## src/rtl/rr_arbiter8_if.sv

```systemverilog
// Request/grant bundle between the requesting units and the round-robin arbiter.
// Signal names match the arbiter's documented port names; clk and rst stay outside.
interface rr_arbiter8_if;
    logic [7:0] iReq;
    logic       iDone;
    logic [7:0] oGrant;
    logic [2:0] oGrantId;
    logic       oValid;
    logic       oTimeout;

    modport master (
        output iReq,
        output iDone,
        input  oGrant,
        input  oGrantId,
        input  oValid,
        input  oTimeout
    );

    modport slave (
        input  iReq,
        input  iDone,
        output oGrant,
        output oGrantId,
        output oValid,
        output oTimeout
    );
endinterface

```

## src/rtl/rr_arbiter8.sv

```systemverilog
// Eight-way round-robin arbiter with registered one-hot grant, binary grant index,
// owner release via done / request drop, and an optional hold-limit timeout.
module rr_arbiter8 #(
    parameter int unsigned MAX_HOLD = 15,
    parameter int unsigned HOLD_W   = 4
) (
    input  logic         clk,
    input  logic         rst,
    rr_arbiter8_if.slave bus
);

    typedef enum logic {
        IDLE  = 1'b0,
        GRANT = 1'b1
    } state_t;

    // Counter value seen in the last permitted cycle of a grant.
    localparam int unsigned           HOLD_LAST_I = (MAX_HOLD == 0) ? 0 : MAX_HOLD - 1;
    localparam logic [HOLD_W-1:0]     HOLD_LAST   = HOLD_W'(HOLD_LAST_I);
    localparam bit                    HOLD_EN     = (MAX_HOLD != 0);

    state_t            state_q;
    logic [7:0]        grant_q;
    logic [2:0]        grant_id_q;
    logic [2:0]        ptr_q;
    logic              valid_q;
    logic              timeout_q;
    logic [HOLD_W-1:0] cnt_q;

    logic [2:0]        cand_d;
    logic [2:0]        win_id_d;
    logic              win_found_d;
    logic              rel_done_d;
    logic              rel_drop_d;
    logic              rel_hold_d;
    logic              release_d;
    logic              timeout_d;

    // Winner search: first set request scanning upward from the pointer, wrapping at 8.
    always_comb begin
        // NOTE: every variable gets a default before any conditional write, so no latch is inferred.
        cand_d      = ptr_q;
        win_id_d    = ptr_q;
        win_found_d = 1'b0;
        for (int i = 0; i < 8; i++) begin
            cand_d = ptr_q + 3'(i);
            if (!win_found_d && bus.iReq[cand_d]) begin
                win_found_d = 1'b1;
                win_id_d    = cand_d;
            end
        end
    end

    always_comb begin
        rel_done_d = bus.iDone;
        rel_drop_d = ~bus.iReq[grant_id_q];
        rel_hold_d = HOLD_EN && (cnt_q == HOLD_LAST);
        release_d  = rel_done_d | rel_drop_d | rel_hold_d;
        timeout_d  = rel_hold_d & ~rel_done_d & ~rel_drop_d;
    end

    always_ff @(posedge clk) begin
        // NOTE: sequential state uses non-blocking assignments so all registers update together.
        if (rst) begin
            state_q    <= IDLE;
            grant_q    <= 8'h00;
            grant_id_q <= 3'd0;
            ptr_q      <= 3'd0;
            valid_q    <= 1'b0;
            timeout_q  <= 1'b0;
            cnt_q      <= '0;
        end else begin
            timeout_q <= 1'b0;
            case (state_q)
                IDLE: begin
                    if (win_found_d) begin
                        state_q    <= GRANT;
                        grant_q    <= 8'd1 << win_id_d;
                        grant_id_q <= win_id_d;
                        valid_q    <= 1'b1;
                        cnt_q      <= '0;
                    end
                end
                GRANT: begin
                    if (release_d) begin
                        state_q    <= IDLE;
                        grant_q    <= 8'h00;
                        grant_id_q <= 3'd0;
                        valid_q    <= 1'b0;
                        ptr_q      <= grant_id_q + 3'd1;
                        timeout_q  <= timeout_d;
                    end else if (cnt_q != '1) begin
                        cnt_q <= cnt_q + 1'b1;
                    end
                end
                default: state_q <= IDLE;
            endcase
        end
    end

    assign bus.oGrant   = grant_q;
    assign bus.oGrantId = grant_id_q;
    assign bus.oValid   = valid_q;
    assign bus.oTimeout = timeout_q;

endmodule
```

## src/flat_wrapper.sv

```systemverilog
// flat-port wrapper written by rule: the top's interface ports become plain ports
module rr_arbiter8_flat 
#(
    parameter int unsigned MAX_HOLD = 15,
    parameter int unsigned HOLD_W   = 4
)
  (clk, rst, bus_iReq, bus_iDone, bus_oGrant, bus_oGrantId, bus_oValid, bus_oTimeout);
  rr_arbiter8_if bus_i ();
  input  logic clk;
  input  logic rst;
  input wire logic [$bits(bus_i.iReq)-1:0] bus_iReq;
  input wire logic [$bits(bus_i.iDone)-1:0] bus_iDone;
  output wire logic [$bits(bus_i.oGrant)-1:0] bus_oGrant;
  output wire logic [$bits(bus_i.oGrantId)-1:0] bus_oGrantId;
  output wire logic [$bits(bus_i.oValid)-1:0] bus_oValid;
  output wire logic [$bits(bus_i.oTimeout)-1:0] bus_oTimeout;
  assign bus_i.iReq = bus_iReq;
  assign bus_i.iDone = bus_iDone;
  assign bus_oGrant = bus_i.oGrant;
  assign bus_oGrantId = bus_i.oGrantId;
  assign bus_oValid = bus_i.oValid;
  assign bus_oTimeout = bus_i.oTimeout;
  rr_arbiter8 #(.MAX_HOLD(MAX_HOLD), .HOLD_W(HOLD_W)) u_core (.clk(clk), .rst(rst), .bus(bus_i));
endmodule
```

## config.mk

```make
export PLATFORM = sky130hd
export DESIGN_NAME = rr_arbiter8_flat
export DESIGN_NICKNAME = d
export VERILOG_FILES = /design/src/rtl/rr_arbiter8_if.sv /design/src/rtl/rr_arbiter8.sv /design/src/flat_wrapper.sv
export SDC_FILE = /design/constraint.sdc
export NUM_CORES = 1
export LEC_CHECK = 0
export BUFFER_PORTS_ARGS = -buffer_cell sky130_fd_sc_hd__buf_2
export CAP_MARGIN = 20
export CORE_MARGIN = 8
export CORE_UTILIZATION = 40
export DETAILED_ROUTE_END_ITERATION = 8
export PLACE_DENSITY = 0.68
export SLEW_MARGIN = 20
export SYNTH_ARGS = -nofsm -noshare
export SYNTH_HDL_FRONTEND = slang
export SYNTH_SLANG_ARGS = --single-unit
```

## constraint.sdc

```tcl
create_clock -name clk -period 5.6 [get_ports clk]
set_clock_uncertainty 0.2 [all_clocks]
set_input_delay 0.56 -clock clk [delete_from_list [all_inputs] [get_ports clk]]
set_output_delay 0.56 -clock clk [all_outputs]
set_load 0.01 [all_outputs]
```

==> impl_metrics.ini <==
[detailed_routing]
via_per_inst = 5.75
num_vias = 1432
antenna_left = 0
firstDrtPassIters = 4
drt_iter0_markers = 67
wl_per_cell_um = 15.6
totalWireLength_um = 3890
drc = 0

[cts]
ctsHoldBuffers = 0
clockBufferDepth = 2
ctsRootBufferMaster = clkbuf_8
clock_sinks = 21
post_cts_resized = 0
cts_tree = yes
cts_made_buffers = 3
cts_setup_buffers = 0
clk_pin_slew_ps = 80
htree_levels = 1
clk_latency_ps = 260

[grt]
antenna_found_initial = 0
grt_pass1_wl_um = 6730
grt_pass1_vias = 1384
groute.usage.overall_pct = 11.0
grt_max_degree = 16
overflow = 0

[worst_setup_path]
cp_max_fo = 14
rr_endpoint = u_core.bus.oGrant[1]
cp-startpoint = u_core.ptr_q[0]
start_kind = flop
reg2reg_depth = 9
cp.arrival_ps = 4100
worstSetupPathType = flop to flop
endpoint = u_core.bus.oGrant[1]
end_kind = flop
crit_required_ps = 5600
r2r-start = u_core.ptr_q[0]
reg2reg_setup_slack_ps = 1510

[sta]
final_max_slew_viol_count = 0
relSlewSlack_pct = 54.7
fin_tns_setup_ps = 0
rsz0062_at_grt = no
setup_viol = 0
worstMarginPinSlew_ps = 679
min_period_ps = 4090
clock.fmax_mhz = 244
period_share_pct = 73.1
whs_ps = 273
hold_violations = 0

[synth]
ys_types = 54
syn-mean-instance-area_um2 = 10.4
synth_xor_area_share_pct = 3.75
synth_top_family_by_area = multiplexers
synth-compound-area-share_pct = 19.0
yosysSeqAreaShare_pct = 22.9
synth.cell_area_um2 = 1830
yosysWarnings = 0
synthAdderAreaFrac_pct = 3.41
synthSimpleGateAreaFrac_pct = 18.1
syn_nets = 193
synth_cells = 177
ys_ff_latch = 21
muxShareOfSynthArea_pct = 28.2

[cells_and_area]
diodes = 0
drive_gt1_share_pct = 30.5
areaGrowthSynthToFinish_pct = 9.15
nets = 214

[floorplanning]
rows = 24
start_util_pct = 41.8
die_area_um2 = 7000
core_um2 = 4380
pin_count = 24
dieWidth_um = 83.7
fp.dieH_um = 83.7

[placement]
port_buffers = 23
dpl.hpwl_um = 2990
globalplace.congestion = 0.906

[hold_path]
hold_start = bus_iDone
hp-class = input port to flop

[power_and_ir_drop]
powerDensity_nw_per_um2 = 313
ir_worst_vdd_mv = 0.123
leakagePower_nw = 0.726

[job]
maxCapViolations = 0

[outcome]
outcome = completed
-- logic make-up (layout without fill, tap and decap cells) --
| logic type | after synthesis | count (layout) |
|---|---|---|
| AOI/OAI and AO/OA | 40 | 40 |
| xor gates and xnor gates | 7 | 7 |
| adders and majority gates | 5 | 5 |
| buffers and inverters | 13 | 33 |
| DFF | 21 | 21 |
| muxes | 30 | 30 |
| and+or+nand+nor | 61 | 61 |
-- registers in the layout (all words and copies together) (netlist names) --
name / flops
u_core.bus.oGrant: 8
u_core.bus.oGrantId: 3
u_core.bus.oTimeout: 1
u_core.bus.oValid: 1
u_core.cnt_q: 4
u_core.ptr_q: 3
u_core.state_q: 1
-- layout make-up --
class	count	area [um^2]
multi-input cells	143	1330
repair buffers	24	123
well taps	52	65.1
inverters	5	18.8
fillers	429	2380
flip-flops and latches	21	420
clock buffers	4	45.0
-- worst max-delay path: stages (launching register included) --
cell and delay, ps:
dfxtp_1 750, inv_1 170, ha_1 650, mux4_1 640, mux2_4 310, nor2_2 170, a41oi_4 190, or2_4 280
nor2b_1 430, a22o_1 230
-- metal layers --
layer	share of wire, %	GRT usage (%)	vias up
met4	0	1.88	0
met2	48	18.2	24
li1	-	-	720
met5	0	0	-
met1	49	14.6	688
met3	2.9	1.76	0
-- synth_stat cells (all sizes together) --
| master | n | share of area, % |
|---|---|---|
| a211oi | 1 | 0.41 |
| a311oi | 1 | 0.48 |
| a22o | 9 | 4.8 |
| and2 | 5 | 1.8 |
| nor3 | 1 | 0.27 |
| nand3 | 3 | 0.82 |
| nor4 | 1 | 0.34 |
| or2 | 3 | 1.3 |
| o32ai | 2 | 1.8 |
| nand2b | 5 | 1.7 |
| mux2 | 5 | 3.5 |
| nand2 | 10 | 2.2 |
| a31oi | 1 | 0.34 |
| o32a | 3 | 1.6 |
| o311ai | 1 | 0.89 |
| nand3b | 4 | 1.6 |
| ha | 5 | 3.4 |
| nor2 | 19 | 4.0 |
| o21ai | 5 | 1.4 |
| a21oi | 11 | 3.2 |
| or3 | 2 | 0.68 |
| a2bb2oi | 1 | 0.82 |
| a41oi | 1 | 1.5 |
| mux2i | 11 | 6.9 |
| a21boi | 1 | 0.41 |
| buf | 4 | 2.1 |
| o2bb2ai | 1 | 0.48 |
| dfxtp | 21 | 23 |
| inv | 5 | 1.0 |
| nor2b | 7 | 2.9 |
| nor3b | 1 | 0.41 |
| xor2 | 3 | 1.8 |
| a221oi | 1 | 0.48 |
| xnor2 | 4 | 1.9 |
| clkbuf | 4 | 1.4 |
| o221ai | 1 | 0.48 |
| mux4 | 14 | 18 |
-- stage by stage --
step	instance area [um^2]	cells	setup slack (ps)	total power (W)	util [%]
2_1_floorplan	1830	177	2230	0.000467	-
4_1_cts	2000	249	1450	0.000631	45.6
3_5_place_dp	1960	245	1470	0.000532	44.6
6_report	2000	249	1510	0.000626	45.6
3_3_place_gp	1960	245	1620	0.000529	44.6
5_1_grt	2000	249	1140	0.000671	45.6
-- power by group --
part	internal (W)	switching [W]	total, W
Sequential	0.000167	0.0000239	0.000191
Clock	0.0000506	0.0000478	0.0000984
Combinational	0.000162	0.000174	0.000336
-- cells in the final DEF, fill, tap and decap left out, types with 5 or more instances in the layout --
cell type and count:
a21oi_1 10, a22o_1 8, buf_2 23, dfxtp_1 21, ha_1 5, inv_1 5
mux2i_1 9, mux4_2 11, nand2_1 9, nand2b_1 5, nor2_1 18, nor2b_1 5
-- how the worst min path moves through the flow --
stage / end / depth (start not counted)
final: u_core.bus.oTimeout / 2
after global routing: u_core.bus.oTimeout / 2
after CTS: u_core.bus.oTimeout / 2
after detailed placement: u_core.bus.oGrant[3] / 1
after global placement: u_core.bus.oGrant[5] / 1
after floorplan: u_core.cnt_q[0] / 2
Power figures use the tool's default switching activity.
